[src/rtl/operand_issue.sv]
// Operand issue stage: scoreboard hazard check, regfile read with
// same-edge writeback bypass, and a one-entry output register to execute.
module operand_issue #(
    parameter int PAYLOAD_W = 64
) (
    input  logic                 clk,
    input  logic                 rst_n,
    input  logic                 dec_valid,
    output logic                 dec_ready,
    input  logic                 dec_rs1_en,
    input  logic [4:0]           dec_rs1_addr,
    input  logic                 dec_rs2_en,
    input  logic [4:0]           dec_rs2_addr,
    input  logic                 dec_rd_en,
    input  logic [4:0]           dec_rd_addr,
    input  logic [PAYLOAD_W-1:0] dec_payload,
    output logic                 rs1_en,
    output logic [4:0]           rs1_addr,
    input  logic [31:0]          rs1_data,
    output logic                 rs2_en,
    output logic [4:0]           rs2_addr,
    input  logic [31:0]          rs2_data,
    input  logic                 wb_en,
    input  logic [4:0]           wb_addr,
    input  logic [31:0]          wb_data,
    output logic                 ex_valid,
    input  logic                 ex_ready,
    output logic [31:0]          ex_rs1_data,
    output logic [31:0]          ex_rs2_data,
    output logic                 ex_rd_en,
    output logic [4:0]           ex_rd_addr,
    output logic [PAYLOAD_W-1:0] ex_payload,
    input  logic                 flush
);

    logic [31:1]          r_busy;
    logic                 r_ex_valid;
    logic [31:0]          r_ex_rs1;
    logic [31:0]          r_ex_rs2;
    logic                 r_ex_rd_en;
    logic [4:0]           r_ex_rd_addr;
    logic [PAYLOAD_W-1:0] r_ex_payload;

    logic [31:0] w_busy;
    logic [31:0] w_busy_nxt;
    logic        w_hit1;
    logic        w_hit2;
    logic        w_hitd;
    logic        w_hitw;
    logic        w_hz1;
    logic        w_hz2;
    logic        w_hzw;
    logic        w_issue;
    logic [31:0] w_op1;
    logic [31:0] w_op2;

    function automatic logic f_hit(input logic       en,
                                   input logic [4:0] wa,
                                   input logic [4:0] a);
        return en && (wa == a) && (a != 5'd0);
    endfunction

    // x0 is never busy, so the scoreboard is padded with a constant zero
    assign w_busy = {r_busy, 1'b0};

    assign rs1_en   = dec_valid & dec_rs1_en;
    assign rs1_addr = dec_rs1_addr;
    assign rs2_en   = dec_valid & dec_rs2_en;
    assign rs2_addr = dec_rs2_addr;

    assign w_hit1 = f_hit(wb_en, wb_addr, dec_rs1_addr);
    assign w_hit2 = f_hit(wb_en, wb_addr, dec_rs2_addr);
    assign w_hitd = f_hit(wb_en, wb_addr, dec_rd_addr);
    assign w_hitw = f_hit(wb_en, wb_addr, wb_addr);

    // A writeback landing this cycle resolves the hazard it would cause
    assign w_hz1 = dec_rs1_en & (dec_rs1_addr != 5'd0)
                 & w_busy[dec_rs1_addr] & ~w_hit1;
    assign w_hz2 = dec_rs2_en & (dec_rs2_addr != 5'd0)
                 & w_busy[dec_rs2_addr] & ~w_hit2;
    assign w_hzw = dec_rd_en & (dec_rd_addr != 5'd0)
                 & w_busy[dec_rd_addr] & ~w_hitd;

    assign dec_ready = ~flush & ~(w_hz1 | w_hz2 | w_hzw)
                     & (~r_ex_valid | ex_ready);
    assign w_issue   = dec_valid & dec_ready;

    // Operand select: bypass the writeback value over the stale regfile read
    always_comb begin
        w_op1 = '0;
        w_op2 = '0;
        if (dec_rs1_en && dec_rs1_addr != 5'd0)
            w_op1 = w_hit1 ? wb_data : rs1_data;
        if (dec_rs2_en && dec_rs2_addr != 5'd0)
            w_op2 = w_hit2 ? wb_data : rs2_data;
    end

    // Scoreboard next state: clears first, so a same-cycle set wins
    always_comb begin
        w_busy_nxt = w_busy;
        if (w_hitw)
            w_busy_nxt[wb_addr] = 1'b0;
        if (flush && r_ex_valid && r_ex_rd_en && r_ex_rd_addr != 5'd0)
            w_busy_nxt[r_ex_rd_addr] = 1'b0;
        if (w_issue && dec_rd_en && dec_rd_addr != 5'd0)
            w_busy_nxt[dec_rd_addr] = 1'b1;
        w_busy_nxt[0] = 1'b0;
    end

    // Scoreboard register
    always_ff @(posedge clk or negedge rst_n) begin
        if (!rst_n)
            r_busy <= '0;
        else
            r_busy <= w_busy_nxt[31:1];
    end

    // Output register toward execute; held while execute stalls
    always_ff @(posedge clk or negedge rst_n) begin
        if (!rst_n) begin
            r_ex_valid   <= 1'b0;
            r_ex_rs1     <= '0;
            r_ex_rs2     <= '0;
            r_ex_rd_en   <= 1'b0;
            r_ex_rd_addr <= '0;
            r_ex_payload <= '0;
        end else if (w_issue) begin
            r_ex_valid   <= 1'b1;
            r_ex_rs1     <= w_op1;
            r_ex_rs2     <= w_op2;
            r_ex_rd_en   <= dec_rd_en;
            r_ex_rd_addr <= dec_rd_addr;
            r_ex_payload <= dec_payload;
        end else if (flush || ex_ready) begin
            r_ex_valid   <= 1'b0;
        end
    end

    assign ex_valid    = r_ex_valid;
    assign ex_rs1_data = r_ex_rs1;
    assign ex_rs2_data = r_ex_rs2;
    assign ex_rd_en    = r_ex_rd_en;
    assign ex_rd_addr  = r_ex_rd_addr;
    assign ex_payload  = r_ex_payload;

endmodule
[config.mk]
export PLATFORM = sky130hd
export DESIGN_NAME = operand_issue
export DESIGN_NICKNAME = d
export VERILOG_FILES = /design/src/rtl/operand_issue.sv
export SDC_FILE = /design/constraint.sdc
export NUM_CORES = 1
export LEC_CHECK = 0
export CAP_MARGIN = 20
export CORE_ASPECT_RATIO = 0.7
export CORE_MARGIN = 2
export CORE_UTILIZATION = 40
export DETAILED_ROUTE_END_ITERATION = 8
export PLACE_DENSITY = 0.77
export SLEW_MARGIN = 15
export SYNTH_ARGS = -nofsm -noshare
export SYNTH_HDL_FRONTEND = slang
export SYNTH_SLANG_ARGS = --single-unit
[constraint.sdc]
create_clock -name clk -period 2.8 [get_ports clk]
set_input_delay 0.56 -clock clk [delete_from_list [all_inputs] [get_ports clk]]
set_output_delay 0.56 -clock clk [all_outputs]
set_load 0.1 [all_outputs]
# Word-level counts from Yosys, hierarchy flattened
# Index checks and enable logic that the tools add are counted.
# W data, S select, Z words.
# op_classes
order_cmp,8
eq_ne,3
mux,21
bitwise,28
reduce_logical,24
# op_table
cell,n
$mux W32,7
$and A32 B32 Y32,2
$not A32 Y32,2
$or A32 B32 Y32,1
$lt A5 B6 Y1 const B,5
$reduce_bool A5 Y1,5
$logic_and A1 B1 Y1,17
$bmux W1 S5,3
$demux W1 S5,3
$eq A5 B5 Y1,3
$ge A5 B1 Y1 const B,3
$and A1 B1 Y1,14
$mux W1,8
$not A1 Y1,6
$or A1 B1 Y1,3
$reduce_bool A2 Y1,1
$logic_or A1 B1 Y1,1
# totals
reg_bits,166
inputBits,189
elab_cells,91

# Logic depth before layout (Yosys ltp)
# logic_depth
word_depth,14
ltp_mapped,11
ltp_nobuf,6

# Worst setup path after synthesis
# OpenSTA, ideal clock, no wires.
# synth_timing
path_kind,input port to output port
from,input port dec_rs2_addr[0]
to,output port dec_ready
arrival_time_ns,2.882
required_time_ns,2.240
path_slack_ns,-0.642
cell_stages,9
n_path_buf,3
path_cell_list,buf_2 -> buf_2 -> mux2i_1 -> a22oi_1 -> and3_1 -> o41ai_2 -> o211ai_1 -> clkbuf_1 -> inv_1
# synth_via
elab_chain_cells,10
# synth_lines
item,line,text
"start, declared",13,"input logic [4:0] dec_rs2_addr,"
"parallel branches: the longest is 4 deep, another holds $bmux W1 S5",--,
$and A1 B1 Y1 *,80,& w_busy[dec_rs2_addr] & ~w_hit2;
$or A1 B1 Y1 * (2 in series),84,assign dec_ready = ~flush & ~(w_hz1 | w_hz2 | w_hzw)
$not A1 Y1 *,84,
$and A1 B1 Y1 *,84,
$and A1 B1 Y1 *,85,& (~r_ex_valid | ex_ready);
"end, declared",9,"output logic dec_ready,"
# Every way passes the cells marked *. The select of a mux whose other input is x is not followed.

# Worst setup path after layout
# layout_timing
from,register r_busy[9] (netlist bit)
to,output port dec_ready
# layout_via
elab_chain_cells,9
# layout_lines
item,line,text
"start, declared",36,logic [31:1] r_busy;
"start signal, assigned",115,r_busy <= w_busy_nxt[31:1];
"$bmux W1 S5, on equally long branches","78, 80",
"$mux W1, on equally long branches","78, 80",
"$and A1 B1 Y1, on equally long branches (2 in series)","78, 80",
$or A1 B1 Y1,84,
$or A1 B1 Y1 *,84,
$not A1 Y1 *,84,
$and A1 B1 Y1 *,84,
$and A1 B1 Y1 *,85,
# Every way passes the cells marked *; elsewhere a longest branch is shown, timed or not. The select of a mux whose other input is x is not followed.

==> results_dict.tcl <==
set metrics [dict create \
    status "finished with violations" \
    violations "negative setup slack" \
    chipWidth_microns 181 \
    min_path_type "in -> async" \
    yosys-top-cells-area "dfrtp_1, mux2_2, mux2_4, a22o_1, o221ai_1" \
    first_pass_iters 5 \
    antenna_found_initial 2 \
    arrival_ps 2540 \
    max-cap-violations 0 \
    synthToLayoutAreaGrowth_pct 59.8 \
    synth_area_per_cell_sq_um 12.7 \
    fill_cells 1646 \
    p_leak_uw 0.00633 \
    synth-compound-area-share_pct 15.2 \
    synth_ff_type "dfrtp_1" \
    ir_worst_vdd_v 0.000653 \
    post-route-drc-count 0 \
    mostFrequentLayoutCells "buf_4, clkdlybuf4s50_1, dfrtp_1, mux2_2, a22o_1" \
    max_slew_margin_pct 33.1 \
    grt.overflow.total 0 \
    cts_buffers 17 \
    tightest_slew_ps 1000 \
    drt-met1-wl_mm 13.6 \
    yosys.area.top_type_share_pct 47.4 \
    syn_area_sq_um 8760 \
    dpl.hpwl_mm 23.9 \
    yosys.area.top_type "dfrtp_1" \
    cp.required_ps 2240 \
    cts_root_buf "clkbuf_16" \
    synth_nets 880 \
    grt_max_degree 56 \
    grt_pass1_vias 8296 \
    fin_nets 1296 \
    synth_cells 691 \
    critical_path_class "reg -> out" \
    ys_ff_latch 166 \
    met3WireLength_mm 3.68 \
    final_common_cell "buf_4" \
    cts_max_path_buffers 2 \
    numClockSinks 166 \
    yosys.area_share.adder_pct 0 \
    crit_path_end_kind "primary output" \
    power_density_nw_per_um2 854 \
    die_y_microns 128 \
    min_period_over_period_pct 111 \
    grt_pass1_wl_mm 49.7 \
    core_sq_um 21600 \
    cp-start-kind "flip-flop" \
    place.port_buffers 336 \
    setup_ws_ps -304 \
    dieArea_sq_um 23100 \
    track_usage_pct 28.3 \
    setup_viol 2 \
    fin_skew_ps 16.8 \
    start_util_pct 40.6 \
    crit_fanout 3 \
    antenna_left 0 \
    place_area_sq_um 12900 \
    drtIter0Drc 496 \
    synth_edf_count 0 \
    hold_viol 0 \
    yosys.area_share.simple_pct 6.98 \
    routabilityCongestion 0.992 \
    yosys.area_share.xor_xnor_pct 1.50 \
    met2_length_mm 15.3 \
    io_pins 337 \
    synthArstFlopShare_pct 100 \
    yosysUniqueCellTypes 49 \
    vias 8098 \
    synth_mux_area_share_pct 24.8 \
    clkTransAtPathRegs_ps 70 \
    final_util_pct 64.9 \
    post-route-min-period_ps 3100 \
    cts_max_level 4 \
    routed.top_layer "met4" \
    slew_viol_final 0 \
    wire_per_inst_microns 23.9 \
    synth_top_family_by_area "multiplexers" \
    rows 45 \
    rsz0062_at_grt "true" \
    final_layout_size_suffix_gt1_share_pct 44.1 \
    clock.fmax_mhz 322 \
    yosysWarnings 0 \
    drt-total-wl_mm 33.6 \
    viasPerCell 5.77 \
    cts_tree "yes" \
    fin_area_sq_um 14000 \
    insertion_delay_ps 430 \
    yosysSeqAreaShare_pct 47.4 \
]
[layer usage]
layer  global-route usage [%]  vias to the layer above
li1                         -                     3511
met1                     36.3                     4038
met2                     43.8                      471
met3                     11.3                       78
met4                     9.25                        0
met5                        0                        -
[final timing paths]
kind | from | slack (ps) | cells past startpoint | end
worst max-delay path | r_busy[9] | -300 | 8 | dec_ready
worst min-delay path | rst_n | 80 | 1 | ex_payload[1]
worst max register to register | r_busy[9] | 0 | 10 | ex_payload[47]
worst min register to register | ex_payload[26] | 510 | 1 | ex_payload[26]
max in group asynchronous | rst_n | 2010 | 2 | ex_rs2_data[17]
min in group clk | ex_payload[26] | 510 | 1 | ex_payload[26]
[power breakdown]
part           internal [uW]  switching [uW]
clock                   1550             997
sequential              2900             422
combinational           1720            4370
[stage by stage]
step	hold slack [ps]	TNS [ps]	worst slack, ps	std cells	total power [uW]
2_1_floorplan	264	-188	-188	691	7610
3_3_place_gp	489	-87930	-671	1344	9210
3_5_place_dp	495	-94470	-686	1344	9270
4_1_cts	101	-265	-265	1393	11900
5_1_grt	119	-6840	-402	1403	12300
6_report	82.0	-305	-304	1403	12000
[layout make-up]
type | count | area (sq um) | area share (%)
sequential | 166 | 4160 | 29.7
antenna | 2 | 5.00 | 0.0358
tap | 282 | 353 | 2.52
inverter | 4 | 18.8 | 0.134
clock buffer | 25 | 515 | 3.68
clock inverter | 6 | 114 | 0.813
timing repair buffer | 461 | 4370 | 31.2
multi-input combinational | 457 | 4460 | 31.9
[flip-flops by register name, summed over array words and instances, names as in the netlist]
name	flops
ex_rd_en	1
ex_rs1_data	32
ex_rs2_data	32
r_busy	31
ex_valid	1
ex_rd_addr	5
ex_payload	64
[worst max-delay path: stages (launching register included)]
cell and delay, ps:
dfrtp_1 420, mux4_2 490, a22oi_2 160, o311ai_1 120
o211ai_1 270, buf_4 190, o211ai_1 160, clkinvlp_4 140
buf_12 170
[kinds of logic (layout without fill, tap and decap cells)]
group | Yosys count | in the layout
and+or+nand+nor | 109 | 109
DFF | 166 | 166
muxes | 173 | 173
buffers and inverters | 68 | 496
other | 0 | 2
xor gates and xnor gates | 15 | 15
AOI/OAI and AO/OA | 160 | 160
[cells in the mapped netlist (all sizes together), types with 12 or more instances]
cell / count
dfrtp: 166
mux2: 140
a22o: 66
buf: 33
o221ai: 32
clkbuf: 31
nand2: 29
mux2i: 26
o31ai: 19
nor2: 12
o21ai: 12
xor2: 12
[timing repair]
item / 4_1_cts / 5_1_grt
hold buffers: 0 / 0
setup buffers: 16 / 4
endpoints found under the setup margin: 153 / 80
gates cloned: 2 / 4
pin swaps: 18 / 4
endpoints found under the hold margin: 0 / 0
resized for setup: 51 / 20
(Power assumes the default switching activity.)
